File: config.mk
export PLATFORM = sky130hd
export DESIGN_NAME = prold_loader
export DESIGN_NICKNAME = d
export VERILOG_FILES = /design/src/rtl/prold_loader.sv
export SDC_FILE = /design/constraint.sdc
export NUM_CORES = 1
export LEC_CHECK = 0
export ABC_AREA = 1
export CAP_MARGIN = 20
export CORE_AREA = 2 2 138 153
export CTS_CLUSTER_SIZE = 24
export DETAILED_ROUTE_END_ITERATION = 8
export DIE_AREA = 0 0 140 155
export PLACE_DENSITY_LB_ADDON = 0.12
export SYNTH_ARGS = -nofsm -noshare
export SYNTH_HDL_FRONTEND = slang
export SYNTH_SLANG_ARGS = --single-unit
File: constraint.sdc
create_clock -name clk -period 3 [get_ports clk]
set_clock_uncertainty 0.2 [all_clocks]
set_input_delay 0.3 -clock clk [delete_from_list [all_inputs] [get_ports clk]]
set_output_delay 0.3 -clock clk [all_outputs]
set_load 0.05 [all_outputs]
File: src/rtl/prold_loader.sv
// Program loader: turns a big-endian UART byte stream (length word, then
// instructions) into prold_info write orders, then acks on TX and releases the core.
module prold_loader #(
   parameter int unsigned         LEN_WORD       = 32,
   parameter int unsigned         LEN_PROLD_INFO = 2 + 2*LEN_WORD,
   parameter logic [LEN_WORD-1:0] START_PC       = '0,
   parameter int unsigned         DRAIN_CYCLES   = 4,
   parameter logic [7:0]          ACK_BYTE       = 8'hAA
) (
   input  logic                      clk,
   input  logic                      rstn,
   input  logic                      rx_valid,
   input  logic [7:0]                rx_data,
   output logic                      tx_valid,
   input  logic                      tx_ready,
   output logic [7:0]                tx_data,
   output logic [LEN_PROLD_INFO-1:0] prold_info,
   output logic                      load_done
);

   localparam int unsigned DRAIN_W = 4;

   typedef enum logic [2:0] {S_LEN, S_DATA, S_DRAIN, S_ACK, S_RUN} state_t;

   state_t               state_q, state_d;
   logic [1:0]           byte_cnt_q, byte_cnt_d;
   logic [LEN_WORD-1:0]  shift_q, shift_d;
   logic [LEN_WORD-1:0]  len_q, len_d;
   logic [LEN_WORD-1:0]  word_cnt_q, word_cnt_d;
   logic [DRAIN_W-1:0]   drain_q, drain_d;
   logic                 mode_q, mode_d;
   logic                 order_q, order_d;
   logic [LEN_WORD-1:0]  pc_q, pc_d;
   logic [LEN_WORD-1:0]  data_q, data_d;
   logic                 tx_valid_q, tx_valid_d;
   logic [7:0]           tx_data_q, tx_data_d;
   logic                 load_done_q, load_done_d;

   logic                 accepting;
   logic                 byte_last;
   logic                 word_last;
   logic [LEN_WORD-1:0]  rx_word;

   assign accepting = (state_q == S_LEN) || (state_q == S_DATA);
   assign byte_last = accepting && rx_valid && (byte_cnt_q == 2'd3);
   assign rx_word   = {shift_q[LEN_WORD-9:0], rx_data};
   assign word_last = (word_cnt_q + LEN_WORD'(1)) == len_q;

   // State register
   always_ff @(posedge clk or negedge rstn) begin
      if (!rstn) state_q <= S_LEN;
      else       state_q <= state_d;
   end

   // Next-state logic
   always_comb begin
      state_d = state_q;
      case (state_q)
         S_LEN:   if (byte_last) state_d = (rx_word != '0) ? S_DATA : S_DRAIN;
         S_DATA:  if (byte_last && word_last) state_d = S_DRAIN;
         S_DRAIN: if (drain_q == DRAIN_W'(1)) state_d = S_ACK;
         S_ACK:   if (tx_valid_q && tx_ready) state_d = S_RUN;
         S_RUN:   state_d = S_RUN;
         default: state_d = S_LEN;
      endcase
   end

   // Datapath and output next values; order is a single-cycle pulse
   always_comb begin
      byte_cnt_d  = byte_cnt_q;
      shift_d     = shift_q;
      len_d       = len_q;
      word_cnt_d  = word_cnt_q;
      drain_d     = drain_q;
      mode_d      = mode_q;
      order_d     = 1'b0;
      pc_d        = pc_q;
      data_d      = data_q;
      tx_valid_d  = tx_valid_q;
      tx_data_d   = ACK_BYTE;
      load_done_d = load_done_q;

      if (accepting && rx_valid) begin
         byte_cnt_d = byte_cnt_q + 2'd1;
         shift_d    = rx_word;
      end

      case (state_q)
         S_LEN: begin
            if (byte_last) begin
               len_d = rx_word;
               if (rx_word == '0) drain_d = DRAIN_W'(DRAIN_CYCLES);
            end
         end
         S_DATA: begin
            if (byte_last) begin
               order_d    = 1'b1;
               data_d     = rx_word;
               pc_d       = START_PC + (word_cnt_q << 2);
               word_cnt_d = word_cnt_q + LEN_WORD'(1);
               if (word_last) drain_d = DRAIN_W'(DRAIN_CYCLES);
            end
         end
         S_DRAIN: begin
            drain_d = drain_q - DRAIN_W'(1);
            if (drain_q == DRAIN_W'(1)) tx_valid_d = 1'b1;
         end
         S_ACK: begin
            if (tx_valid_q && tx_ready) begin
               tx_valid_d  = 1'b0;
               mode_d      = 1'b0;
               load_done_d = 1'b1;
            end
         end
         default: ;
      endcase
   end

   // Datapath and output registers
   always_ff @(posedge clk or negedge rstn) begin
      if (!rstn) begin
         byte_cnt_q  <= '0;
         shift_q     <= '0;
         len_q       <= '0;
         word_cnt_q  <= '0;
         drain_q     <= '0;
         mode_q      <= 1'b1;
         order_q     <= 1'b0;
         pc_q        <= START_PC;
         data_q      <= '0;
         tx_valid_q  <= 1'b0;
         tx_data_q   <= ACK_BYTE;
         load_done_q <= 1'b0;
      end else begin
         byte_cnt_q  <= byte_cnt_d;
         shift_q     <= shift_d;
         len_q       <= len_d;
         word_cnt_q  <= word_cnt_d;
         drain_q     <= drain_d;
         mode_q      <= mode_d;
         order_q     <= order_d;
         pc_q        <= pc_d;
         data_q      <= data_d;
         tx_valid_q  <= tx_valid_d;
         tx_data_q   <= tx_data_d;
         load_done_q <= load_done_d;
      end
   end

   assign prold_info = {mode_q, order_q, pc_q, data_q};
   assign tx_valid   = tx_valid_q;
   assign tx_data    = tx_data_q;
   assign load_done  = load_done_q;

endmodule

# Yosys cells after proc, flatten, opt, wreduce, memory -nomap -nowiden
# Cells that the tools add are included.
dict set report word_totals {
  ff_bits 163
  latch_bits 0
  ramBits 0
  romBits 0
  input_bits 12
  output_inout_bits 76
  word_cells 61
  n_memories 0
}
dict set report op_classes {
  add_sub_neg 3
  n_mul 0
  div 0
  magnitude_cmp 0
  n_eq_ne 14
  n_shift 0
  mux 16
  n_bitwise 0
  n_reduce_logical 16
}
# operator n
set ops {}
lappend ops {{32-bit by 1-bit adder with 32-bit output (second input constant)} 1}
lappend ops {{32-bit == test} 1}
lappend ops {{32-bit zero test} 1}
lappend ops {{32-bit nonzero test} 1}
lappend ops {{4-bit two-way mux} 4}
lappend ops {{3-bit case mux with 5 select lines} 1}
lappend ops {{3-bit two-way mux} 4}
lappend ops {{4-bit case mux with 3 select lines} 1}
lappend ops {{2-bit inequality test (second input constant)} 5}
lappend ops {{3-bit by 2-bit == test with 1-bit output (second input constant)} 2}
lappend ops {{2-bit AND reduction} 3}
lappend ops {{5-bit AND reduction} 1}
lappend ops {{4-bit by 1-bit == test with 1-bit output (second input constant)} 1}
lappend ops {{1-bit logical AND} 4}
lappend ops {{1-bit two-way mux} 4}
lappend ops {{2-bit by 1-bit inequality test with 1-bit output (second input constant)} 2}
lappend ops {{4-bit AND reduction} 1}
lappend ops {{4-bit by 1-bit subtractor with 4-bit output (second input constant)} 1}
lappend ops {{3-bit by 1-bit == test with 1-bit output (second input constant)} 1}
lappend ops {{3-bit == test (second input constant)} 1}
lappend ops {{3-bit zero test} 1}
lappend ops {{3-bit AND reduction} 1}
lappend ops {{3-bit nonzero test} 1}
lappend ops {{2-bit by 1-bit adder with 2-bit output (second input constant)} 1}
lappend ops {{other kinds (5)} 5}

# Longest topological paths before layout
# Gate-level depths: netlist (run 1).
dict set report depth {
  word_depth 7
  mapped_depth 18
  ltp_nobuf 18
}

# Worst setup path before layout (run 1)
# No wires, ideal clock.
dict set report synth_timing {
  path_kind {register to register}
  startpoint {register word_cnt_q[0]}
  endpoint {register drain_q[3]}
  setup_ns 0.121
  arrival_ns 1.898
  t_required_ns 2.679
  setup_slack_ns 0.782
  path_stages_with_launch 19
  n_path_buf 0
  period_less_slack_ns 2.218
  path_cell_list {dfrtp_1 > ha_1 > nand2_2 > nor2_4 > nand2_2 > nor2_4 > nand2_1 > nand2_1 > nand2_1 > nand2_1 > nand2_1 > nor2_1 > nand2_1 > nor2_2 > nand3_2 > nand2_4 > nand3_4 > nand2_1 > nand2_1}
}
dict set report synth_between {
  elab_chain_len 4
}
# item line_no
set synth_lines {}
lappend synth_lines {{start: declaration} 29} ;# logic [LEN_WORD-1:0] word_cnt_q, word_cnt_d;
lappend synth_lines {{start signal: assignment} 138} ;# word_cnt_q <= word_cnt_d;
lappend synth_lines {{32-bit by 1-bit adder with 32-bit output} 47} ;# assign word_last = (word_cnt_q + LEN_WORD'(1)) == len_q;
lappend synth_lines {{32-bit == test} 47}
lappend synth_lines {{2-bit inequality test (no source line)} n/a}
lappend synth_lines {{5-bit AND reduction (no source line)} n/a}
lappend synth_lines {{end signal: assignment} 139} ;# drain_q <= drain_d;
lappend synth_lines {{end: declaration} 30} ;# logic [DRAIN_W-1:0] drain_q, drain_d;
# No other way between the ends.
# A chain may end at the register's enable or synchronous reset.

# Worst setup path in the final report (run 1)
# Ends and elaborated chain as after synthesis.

==> results of run 1 <==
-- worst max-delay path: cells and delay by family (launching register included) --
family	cells	cell delay [ns]
adder cells (fa/ha/maj)	1	0.23
flip-flops	1	0.41
AND/OR/NAND/NOR	17	1.75
-- cells in the mapped netlist, drive strengths merged, types with 2 or more instances --
cell type	number
nand3b	11
conb	2
a21oi	4
o21ai	153
clkbuf	30
nand3	77
inv	109
xnor2	5
ha	4
nor3	2
nor4	7
and2	2
or2	2
nand4	8
nor2	74
dfrtp	162
xor2	4
nand2	349
buf	13
-- cell families (layout without fill, tap and decap cells) --
kind of cell             after synthesis  after routing  synth area share [%]
AO/OA/AOI/OAI                        159            159                  10.1
XOR/XNOR                               9              9                 0.991
adder cells (fa/ha/maj)                4              4                 0.629
buffers and inverters                152            225                  7.74
flip-flops                           163            163                  51.3
multiplexers                           1              1                 0.142
other                                  2             10                0.0944
AND/OR/NAND/NOR                      532            532                  29.1
-- power by group --
group	total [mW]	switching [mW]	leakage [nW]	internal, mW
Sequential	3.64	0.649	2.10	3.00
Clock	2.17	0.920	0.273	1.25
Combinational	3.91	2.62	2.08	1.29
-- through the flow --
stage	setup slack [ns]	power (mW)	area (µm²)	hold slack [ns]	utilization (%)
global route	0.117	10.4	9540	0.203	47.0
global placement	0.302	7.56	8950	0.0681	44.1
CTS	0.268	9.81	9540	0.180	47.0
detailed placement	0.268	7.61	8950	0.0740	44.1
finish	0.280	9.72	9540	0.170	47.0
floorplan	0.782	6.32	7980	-0.196	-
-- state kept, by name, summed over array words and instances, names as in the netlist --
name        flops
data_q         32
load_done       1
drain_q         4
tx_valid        1
shift_q        24
len_q          32
state_q         3
pc_q           30
mode_q          1
word_cnt_q     32
byte_cnt_q      2
order_q         1
-- layout by cell type (no fill, tap or decap), types with 4 or more instances in the layout --
cell type	instances
sky130_fd_sc_hd__inv_1	108
sky130_fd_sc_hd__clkdlybuf4s50_1	76
sky130_fd_sc_hd__xnor2_1	5
sky130_fd_sc_hd__nor4_1	7
sky130_fd_sc_hd__nor2_1	63
sky130_fd_sc_hd__buf_4	5
sky130_fd_sc_hd__a21oi_1	4
sky130_fd_sc_hd__o21ai_0	135
sky130_fd_sc_hd__ha_1	4
sky130_fd_sc_hd__nor2_4	7
sky130_fd_sc_hd__clkbuf_16	17
sky130_fd_sc_hd__nand2_2	5
sky130_fd_sc_hd__dfrtp_1	162
sky130_fd_sc_hd__nand3b_1	11
sky130_fd_sc_hd__nand2_1	341
sky130_fd_sc_hd__conb_1	10
sky130_fd_sc_hd__nand4_1	8
sky130_fd_sc_hd__nand3_1	75
sky130_fd_sc_hd__o21ai_1	18
sky130_fd_sc_hd__xor2_1	4
-- layout make-up --
cell class / instances / area, µm² / area share (%)
sequential: 163 / 4080 / 42.8
inverter: 109 / 409 / 4.29
tap: 256 / 320 / 3.36
clock inverter: 11 / 128 / 1.34
timing repair buffer: 85 / 860 / 9.01
clock buffer: 20 / 447 / 4.68
multi-input combinational: 715 / 3300 / 34.5
-- layer usage --
| metal | up-vias | wire length (µm) |
|---|---|---|
| met2 | 130 | 8700 |
| li1 | 3374 | - |
| met5 | - | 0 |
| met4 | 0 | 355 |
| met1 | 2987 | 9810 |
| met3 | 25 | 749 |
-- worst max-delay path by stage --
stage	depth (start not counted)	endpoint	slack, ns
after floorplan	18	drain_q[3]	0.78
after global placement	18	drain_q[3]	0.30
after detailed placement	18	drain_q[2]	0.27
after CTS	18	drain_q[3]	0.27
after global routing	18	drain_q[1]	0.12
final	18	drain_q[3]	0.28
==> Flow_metrics.wiki, run 1 <==
{| class="wikitable"
! Metric !! Value
|-
| Worst path most repeated cell || sky130_fd_sc_hd__nand2_1
|-
| Number of flops mapped to enable cells by yosys || 0
|-
| Critical path capture point type || flip-flop
|-
| Final weighted congestion of routability-driven global placement || slightly below 0.9
|-
| CP Max Fanout || 7
|-
| Final Net Count || between 1000 and 1500
|-
| Actual transition at the worst max-transition pin || 0.696 ns
|-
| Worst-case register-to-register setup slack || roughly 0.28 ns
|-
| Share of the synthesized area in the top cell type || 51.0%
|-
| Largest cells by area after synthesis || sky130_fd_sc_hd__dfrtp_1 (51%), sky130_fd_sc_hd__nand2_1 (16%), sky130_fd_sc_hd__o21ai_0 (8.5%)
|-
| Worst setup path category || flip-flop to flip-flop
|-
| Relative max-transition margin || a little over half
|-
| Run status || finished, violations left
|-
| Synthesized area divided by synthesized cell count || slightly below 8 µm²
|-
| Netlist Area Pre-Place || roughly 8000 µm²
|-
| Layer with the highest usage || met2
|-
| Crit path time final || approximately 2.7 ns
|-
| Met2 track demand over resource || roughly 30%
|-
| Largest net degree at the start of global routing || between 80 and 90
|-
| Reg clk slew, reported paths || 0.06 ns
|-
| Largest voltage drop on the vdd net || 478 µV
|-
| First element of the critical path || word_cnt_q[0]
|-
| Met3 layer usage reported by global route || 3.42%
|-
| Number of placed instances with taps included || around 1300
|-
| Drt via density || between 4 and 5
|-
| Clock network latency to the later pin of the worst-skew pair || 0.44 ns
|-
| CTS H-Tree Depth || 4
|-
| Setup TNS || 0 ns
|-
| Setup repair after global routing missed its margin || false
|-
| Effective utilization at floorplan || 39.2%
|-
| # diodes || 0
|-
| Pwr per Cell Area || ~1000 nW/µm²
|-
| Static leakage power || roughly 4.4 nW
|-
| Hold Fails Final Rpt || 0
|-
| Unique masters post-synth || 34
|-
| Detailed-route DRC error count || 4
|-
| Failing checks || DRC
|-
| Proportion of synthesized chip area in sequential cells || between 50 and 60%
|-
| Height of the die || approximately 160 µm
|-
| First-pass detailed-route iteration total || 7
|-
| Launching element type of the critical path || flip-flop
|-
| Longest Clk Path Bufs || 2
|-
| Core outline area || a little over 20000 µm²
|-
| Global-route wire length before repair || 32.6 mm
|-
| Per-cell routed wire length || ~14 µm
|-
| FMAX || ~370 MHz
|-
| Post-route ant nets || 0
|-
| CP cell instances || ha_1 > nand2_2 > nor2_4 > nand2_2 > nor2_4 > nand2_2 > nand2_1 > nand2_1 > nand2_1 > nand2_1 > nor2_1 > nand2_1 > nor2_1 > nand3_2 > nand2_4 > nand3_4 > nand2_1 > nand2_1
|-
| I/O pin count || 88
|-
| CTS-repair resized insts || 0
|-
| Predominant post-synthesis flop cell || sky130_fd_sc_hd__dfrtp_1
|-
| Initial antenna violation count || 0
|-
| Width of the die || between 100 and 150 µm
|-
| Vias in the first global route || 6210
|-
| HPWL reported at the end of detailed placement || between 10 and 15 mm
|-
| Path depth of the worst reg2reg path || 18
|-
| Root Driver || sky130_fd_sc_hd__clkbuf_16
|-
| Count of filler cells inserted in the layout || 2025
|-
| Leading area contributor after synthesis || sky130_fd_sc_hd__dfrtp_1
|-
| Reg-to-reg startpoint || word_cnt_q[0]
|-
| Wire length reported by the detailed router || roughly 20 mm
|-
| Post-synthesis register bit count || roughly 160
|-
| Met1 layer usage reported by global route || 27.4%
|-
| Mapped Cells || 1022
|-
| Capture instance of the worst register-to-register path || drain_q[3]
|-
| Final number of max-transition violations || 0
|-
| Hold-fix buffer count after cts || 1
|-
| Number of CTS-inserted buffers || 17
|-
| Post-synth ARST share || between 90% and 100%
|-
| Die Footprint || ~22000 µm²
|-
| Critical-path top delay cell || sky130_fd_sc_hd__dfrtp_1
|-
| Hold Crit Class || primary input to asynchronous set/reset pin
|-
| Count of buffers from port buffering || 77
|-
| Residual overflow from global routing || 0
|-
| Non-Filler Instances || 1359
|-
| Combined global-route utilization of all metal layers || approximately a fifth
|-
| Total setup buffers inserted after CTS || 0
|-
| Final worst path period share || ~91%
|-
| Clk sink count || approximately 160
|-
| Arrival time of data at the critical path endpoint || roughly 2.8 ns
|-
| TritonCTS clock tree || done
|-
| Ratio of cells with drive above 1 in the final layout || 5.80%
|-
| Area Overhead vs Synth || 19.9%
|-
| Count of yosys warnings during synthesis || 0
|-
| Final setup vio count || 0
|-
| Routed vias || between 6000 and 7000
|-
| Required @ worst endpoint || ~3.1 ns
|-
| Delay contributed by the slowest stage of the critical path || around 0.4 ns
|-
| Initial DRC count || between 500 and 600
|-
| Row count || 55
|-
| Max cap viols || 0
|}
Note: power is estimated with default switching activity, not from simulation.
==> run 2, diff against run 1 <==
--- a/config.mk
+++ b/config.mk
@@ -7,10 +7,10 @@
 export LEC_CHECK = 0
 export ABC_AREA = 1
 export CAP_MARGIN = 20
-export CORE_AREA = 2 2 138 153
+export CORE_AREA = 5 5 141 156
 export CTS_CLUSTER_SIZE = 24
 export DETAILED_ROUTE_END_ITERATION = 8
-export DIE_AREA = 0 0 140 155
+export DIE_AREA = 0 0 146 161
 export PLACE_DENSITY_LB_ADDON = 0.12
 export SYNTH_ARGS = -nofsm -noshare
 export SYNTH_HDL_FRONTEND = slang
==> run 2 against run 1 <==
Effect of this change:
- final cell count did not move
- the flow now finishes without violations
- combinational power hardly changed
- sequential share of layout area about the same
==> Flow_metrics.wiki, run 2 (same netlist as run 1, synthesis figures left out) <==
{| class="wikitable"
! Metric !! Value
|-
| Run status || completed
|-
| Die Footprint || 23500 µm² (+8.3%)
|-
| First element of the critical path || word_cnt_q[0]
|-
| Width of the die || 146 µm (+4.3%)
|-
| Worst setup path category || flip-flop to flip-flop
|-
| Relative max-transition margin || 64.3% (+11 points)
|-
| Actual transition at the worst max-transition pin || 0.535 ns (-0.161 ns)
|-
| Global-route wire length before repair || 33.5 mm (+2.6%)
|-
| I/O pin count || 88 (unchanged)
|-
| CTS H-Tree Depth || 4 (unchanged)
|-
| Largest net degree at the start of global routing || 122 (+45%)
|-
| Initial DRC count || 503 (-6.2%)
|-
| Total setup buffers inserted after CTS || 0 (unchanged)
|-
| Row count || 55 (unchanged)
|-
| Effective utilization at floorplan || 39.2% (unchanged)
|-
| Combined global-route utilization of all metal layers || 17.6% (-1.4 points)
|-
| Clock network latency to the later pin of the worst-skew pair || 0.42 ns (-0.02 ns)
|-
| CP Max Fanout || 6 (-1)
|-
| Initial antenna violation count || 0 (unchanged)
|-
| Ratio of cells with drive above 1 in the final layout || 5.89% (+0.091 points)
|-
| Vias in the first global route || 6351 (+2.3%)
|-
| TritonCTS clock tree || done
|-
| Hold Fails Final Rpt || 0 (unchanged)
|-
| Final setup vio count || 0 (unchanged)
|-
| Launching element type of the critical path || flip-flop
|-
| Arrival time of data at the critical path endpoint || 2.76 ns (-0.08 ns)
|-
| Required @ worst endpoint || 3.12 ns (about the same)
|-
| Drt via density || 4.81 (+0.38%)
|-
| Final number of max-transition violations || 0 (unchanged)
|-
| Setup slack after layout || 0.359 ns (+0.0792 ns)
|-
| Setup TNS || 0 ns (unchanged)
|-
| Post-Place Setup Slack || 0.332 ns (+0.0637 ns)
|-
| Crit path time final || 2.64 ns (-0.0792 ns)
|-
| # diodes || 0 (unchanged)
|-
| Residual overflow from global routing || 0 (unchanged)
|-
| Number of CTS-inserted buffers || 17 (unchanged)
|-
| Root Driver || sky130_fd_sc_hd__clkbuf_16
|-
| Pwr per Cell Area || 1010 nW/µm² (-0.50%)
|-
| Count of buffers from port buffering || 77 (unchanged)
|-
| Commonest cells after routing, fill and taps aside || sky130_fd_sc_hd__nand2_1 (341), sky130_fd_sc_hd__dfrtp_1 (162), sky130_fd_sc_hd__o21ai_0 (135)
|-
| Final worst path period share || 88.0% (-2.6 points)
|-
| Post-route ant nets || 0 (unchanged)
|-
| Non-Filler Instances || 1359 (unchanged)
|-
| Worst path most repeated cell || sky130_fd_sc_hd__nand2_1
|-
| Area Overhead vs Synth || 19.9% (about the same)
|-
| HPWL reported at the end of detailed placement || 14.6 mm (+2.1%)
|-
| Clk sink count || 163 (unchanged)
|-
| Critical path capture point type || flip-flop
|-
| Number of placed instances with taps included || 1327 (unchanged)
|-
| FMAX || 379 MHz (+3.0%)
|-
| Detailed-route DRC error count || 0 (-4)
|-
| Hold Crit Class || primary input to asynchronous set/reset pin
|-
| Most common library cell in the layout ignoring fill and taps || sky130_fd_sc_hd__nand2_1
|-
| Final weighted congestion of routability-driven global placement || 0.896 (+1.3%)
|-
| Reg clk slew, reported paths || 0.07 ns (about the same)
|-
| Worst-case register-to-register setup slack || 0.36 ns (+0.08 ns)
|-
| Reg-to-reg startpoint || word_cnt_q[0]
|-
| Per-cell routed wire length || 14.7 µm (+2.0%)
|-
| Delay contributed by the slowest stage of the critical path || 0.41 ns (about the same)
|-
| Endpoint of the worst setup timing path || state_q[0]
|-
| Static leakage power || 4.45 nW (about the same)
|-
| Routed vias || 6541 (+0.38%)
|-
| Height of the die || 161 µm (+3.9%)
|-
| CP cell instances || ha_1 > nand2_2 > nor2_4 > nand3_1 > inv_2 > nand2_1 > nand2_1 > nand2_1 > nand2_1 > nand2_1 > nor2_1 > nand2_1 > nor2_1 > nand3_2 > nand2_4 > nand3_1 > nand2_1 > nand2_1
|-
| Path depth of the worst reg2reg path || 18 (unchanged)
|-
| Setup repair after global routing missed its margin || false
|-
| Registers with the highest flip-flop counts || data_q: 32 flops, len_q: 32 flops, word_cnt_q: 32 flops
|-
| Final Total Pwr || 9.67 mW (-0.53%)
|-
| Longest Clk Path Bufs || 2 (unchanged)
|-
| Core outline area || 20300 µm² (unchanged)
|-
| Capture instance of the worst register-to-register path || state_q[0]
|-
| Wire length reported by the detailed router || 20.0 mm (+2.0%)
|-
| Critical-path top delay cell || sky130_fd_sc_hd__dfrtp_1
|-
| First-pass detailed-route iteration total || 5 (-2)
|-
| Count of filler cells inserted in the layout || 2044 (+0.94%)
|-
| Largest voltage drop on the vdd net || 496 µV (+3.9%)
|-
| Max cap viols || 0 (unchanged)
|-
| Final Net Count || 1107 (unchanged)
|}
-- run 2: cell types whose count changed in the layout (fill, tap and decap cells not counted), sizes merged --
cell	previous run	this run
bufinv	2	1
inv	111	112
-- run 2: critical path, delay by kind of cell, from the launching register on --
| kind | cells | cell delay [ns] |
|---|---|---|
| and+or+nand+nor | 16 | 1.55 |
| adders and majority gates | 1 | 0.22 |
| buffers and inverters | 1 | 0.13 |
| DFF | 1 | 0.41 |
-- run 2: cell type report --
class                   count  area [µm²]  area share [%]
clock buffers              20         457            4.79
clock inverters            11         103            1.08
inverters                 109         409            4.29
multi-input cells         715        3300            34.6
flip-flops and latches    163        4080            42.8
well taps                 256         320            3.36
repair buffers             85         872            9.14
-- run 2: stage by stage --
stage | instance area (µm²) | hold slack (ns) | utilization (%)
3_5_place_dp | 8970 | 0.103 | 44.2
4_1_cts | 9540 | 0.207 | 47.0
2_1_floorplan | 7980 | -0.196 | -
3_3_place_gp | 8970 | 0.105 | 44.2
5_1_grt | 9540 | 0.266 | 47.0
6_report | 9540 | 0.201 | 47.0
-- run 2: what timing repair did --
item                                    4_1_cts  5_1_grt
endpoints found under the setup margin        0        0
hold buffers                                  1        0
gates resized for setup                       0        0
endpoints found under the hold margin        52        0
-- run 2: metal layers --
layer  routed length (µm)  global-route usage [%]  up-vias
met5                    0                       0        -
met4                  342                    5.26        0
met3                  639                    2.92       27
met2                 8990                    27.9      123
met1                10000                    25.0     3013
li1                     -                       -     3378
-- run 2: how the worst min path moves through the flow --
stage,from,endpoint,cells past startpoint
2_1_floorplan,rstn,byte_cnt_q[0],0
3_3_place_gp,rstn,data_q[4],1
3_5_place_dp,rstn,data_q[7],1
4_1_cts,rstn,data_q[3],2
5_1_grt,rstn,data_q[3],2
6_report,rstn,data_q[3],2
-- run 2: power by group --
group | internal, mW | switching [mW]
registers | 3.00 | 0.656
logic | 1.29 | 2.63
clock network | 1.19 | 0.911
==> run 3, diff against run 2 <==
--- a/config.mk
+++ b/config.mk
@@ -11,6 +11,7 @@
 export CTS_CLUSTER_SIZE = 24
 export DETAILED_ROUTE_END_ITERATION = 8
 export DIE_AREA = 0 0 146 161
+export GPL_TIMING_DRIVEN = 0
 export PLACE_DENSITY_LB_ADDON = 0.12
 export SYNTH_ARGS = -nofsm -noshare
 export SYNTH_HDL_FRONTEND = slang
==> run 3 against run 2 <==
Effect of this change:
- global-route usage increased by 1.5 points
- register-to-register slack worse by 0.10 ns
- sequential power is essentially flat
- sequential cell count unchanged
- sequential share of layout area is 0.76 points lower
- via count rose by 4.4%
- clock power is 6% higher
- critical path type unchanged
- largest cell class unchanged
- largest power group unchanged
- highest routed layer unchanged
==> Flow_metrics.wiki, run 3 (same netlist as run 1, synthesis figures left out) <==
{| class="wikitable"
! Metric !! Value
|-
| Setup slack after layout || 0.258 ns (-0.101 ns)
|-
| Final number of max-transition violations || 0 (unchanged)
|-
| Static leakage power || 4.52 nW (+1.6%)
|-
| Per-cell routed wire length || 15.4 µm (+4.7%)
|-
| CP Max Fanout || 7 (+1)
|-
| Most common library cell in the layout ignoring fill and taps || sky130_fd_sc_hd__nand2_1
|-
| Finished Cell Area || 9710 µm² (+1.8%)
|-
| Crit path time final || 2.74 ns (+0.101 ns)
|-
| Number of CTS-inserted buffers || 17 (unchanged)
|-
| Placed standard-cell area || 9110 µm² (+1.6%)
|-
| Row count || 55 (unchanged)
|-
| Pwr per Cell Area || 1020 nW/µm² (+0.15%)
|-
| Largest voltage drop on the vdd net || 522 µV (+5.2%)
|-
| Final worst path period share || 91.4% (+3.4 points)
|-
| Launching element type of the critical path || flip-flop
|-
| Final Total Pwr || 9.86 mW (+2.0%)
|-
| Residual overflow from global routing || 0 (unchanged)
|-
| Final Core Density || 47.8% (+0.85 points)
|-
| Registers with the highest flip-flop counts || data_q: 32 flops, len_q: 32 flops, word_cnt_q: 32 flops
|-
| Global-route wire length before repair || 35.8 mm (+6.9%)
|-
| Combined area of the multi-input logic cells || 3290 µm² (-0.23%)
|-
| Met2 track demand over resource || 30.8% (+2.9 points)
|-
| Max cap viols || 0 (unchanged)
|-
| Initial DRC count || 425 (-16%)
|-
| Final weighted congestion of routability-driven global placement || 0.905 (+1.0%)
|-
| Actual transition at the worst max-transition pin || 0.673 ns (+0.138 ns)
|-
| Final setup vio count || 0 (unchanged)
|-
| # diodes || 0 (unchanged)
|-
| CTS H-Tree Depth || 4 (unchanged)
|-
| Count of buffers from port buffering || 77 (unchanged)
|-
| Met3 layer usage reported by global route || 3.45% (+0.53 points)
|-
| Clk sink count || 163 (unchanged)
|-
| Run status || completed
|-
| First-pass detailed-route iteration total || 5 (unchanged)
|-
| Commonest cells after routing, fill and taps aside || sky130_fd_sc_hd__nand2_1 (342), sky130_fd_sc_hd__dfrtp_1 (162), sky130_fd_sc_hd__o21ai_0 (135)
|-
| Hold Fails Final Rpt || 0 (unchanged)
|-
| I/O pin count || 88 (unchanged)
|-
| Post-route ant nets || 0 (unchanged)
|-
| Largest net degree at the start of global routing || 111 (-9.0%)
|-
| Count of filler cells inserted in the layout || 2014 (-1.5%)
|-
| Critical path capture point type || flip-flop
|-
| Ratio of cells with drive above 1 in the final layout || 6.40% (+0.50 points)
|-
| Clock network latency to the later pin of the worst-skew pair || 0.43 ns (about the same)
|-
| Area Overhead vs Synth || 22.1%
|-
| Width of the die || 146 µm (unchanged)
|-
| Routed vias || 6827 (+4.4%)
|-
| Die Footprint || 23500 µm² (unchanged)
|-
| Reg clk slew, reported paths || 0.07 ns (about the same)
|-
| Wire length reported by the detailed router || 21.5 mm (+7.7%)
|-
| Met1 layer usage reported by global route || 25.5% (+0.52 points)
|-
| Vias in the first global route || 6798 (+7.0%)
|-
| TritonCTS clock tree || done
|-
| Drt via density || 4.89 (+1.5%)
|-
| Height of the die || 161 µm (unchanged)
|-
| Setup repair after global routing missed its margin || false
|-
| Required @ worst endpoint || 3.12 ns (about the same)
|-
| HPWL reported at the end of detailed placement || 16.2 mm (+11%)
|-
| Total setup buffers inserted after CTS || 0 (unchanged)
|-
| Root Driver || sky130_fd_sc_hd__clkbuf_16
|-
| Initial antenna violation count || 0 (unchanged)
|-
| Longest Clk Path Bufs || 2 (unchanged)
|-
| Relative max-transition margin || 55.1% (-9.2 points)
|-
| Core outline area || 20300 µm² (unchanged)
|-
| Effective utilization at floorplan || 39.2% (unchanged)
|-
| Final Net Count || 1144 (+3.3%)
|-
| FMAX || 365 MHz (-3.7%)
|-
| Total area of sequential cells || 4080 µm² (unchanged)
|-
| Combined global-route utilization of all metal layers || 19.1% (+1.5 points)
|-
| Arrival time of data at the critical path endpoint || 2.86 ns (+0.10 ns)
|-
| Worst setup path category || flip-flop to flip-flop
|-
| Layer with the highest usage || met2
|-
| Detailed-route DRC error count || 0 (unchanged)
|-
| Post-Place Setup Slack || 0.138 ns (-0.194 ns)
|-
| Hold Crit Class || primary input to asynchronous set/reset pin
|}
run 3: worst max-delay path, cell delays in order (launching register included):
cell	delay, ns
sky130_fd_sc_hd__dfrtp_1	0.42
sky130_fd_sc_hd__ha_1	0.22
sky130_fd_sc_hd__nand2_2	0.10
sky130_fd_sc_hd__nor2_4	0.19
sky130_fd_sc_hd__nand2_2	0.14
sky130_fd_sc_hd__nor2_4	0.22
sky130_fd_sc_hd__nand2_1	0.08
sky130_fd_sc_hd__nand2_1	0.08
sky130_fd_sc_hd__nand2_1	0.07
sky130_fd_sc_hd__nand2_1	0.06
sky130_fd_sc_hd__nand2_1	0.05
sky130_fd_sc_hd__nor2_1	0.13
sky130_fd_sc_hd__nand2_1	0.08
sky130_fd_sc_hd__nor2_2	0.15
sky130_fd_sc_hd__nand3_2	0.14
sky130_fd_sc_hd__nand2_4	0.12
sky130_fd_sc_hd__nand3_4	0.08
sky130_fd_sc_hd__nand2_1	0.07
sky130_fd_sc_hd__nand2_1	0.05
run 3: power breakdown:
part           switching (mW)  internal [mW]  leakage (nW)  total [mW]
clock                   0.959           1.26         0.285        2.22
combinational            2.67           1.32          2.14        3.99
sequential              0.656           3.00          2.10        3.65
total                    4.28           5.58          4.52        9.86
run 3: per-stage QoR:
step / std cells / hold WS, ns / TNS [ns]
finish: 1397 / 0.158 / 0
global route: 1397 / 0.217 / 0
global placement: 1363 / 0.234 / -889.19
detailed placement: 1364 / 0.0497 / 0
CTS: 1397 / 0.174 / 0
floorplan: 1030 / -0.196 / 0
run 3: routing by layer:
layer  routed length (µm)  vias to the layer above
li1                     -                     3455
met1                10200                     3162
met2                 9870                      167
met3                  849                       43
met4                  645                        0
met5                    0                        -
run 3: worst paths after layout:
kind	start	to	slack (ns)	cells past startpoint
max reg2reg	word_cnt_q[0]	drain_q[0]	0.26	18
min reg2reg	mode_q	mode_q	0.25	2
max in group asynchronous	rstn	state_q[1]	1.55	3
max	word_cnt_q[0]	drain_q[0]	0.26	18
min	rstn	data_q[5]	0.16	2
min in group clk	mode_q	mode_q	0.25	2
run 3: layout make-up:
type | count | share of cell area [%]
plain buffers | 43 | 2.15
clock buffers | 19 | 4.56
clock inverters | 13 | 1.51
inverters | 109 | 4.21
multi-input cells | 715 | 33.9
flip-flops and latches | 163 | 42.0
well taps | 256 | 3.30
repair buffers | 79 | 8.38
run 3: timing repair:
action,in CTS,in global routing
setup endpoints to repair,0,12
hold buffers,1,0
gates resized for setup,0,4
endpoints found under the hold margin,53,0
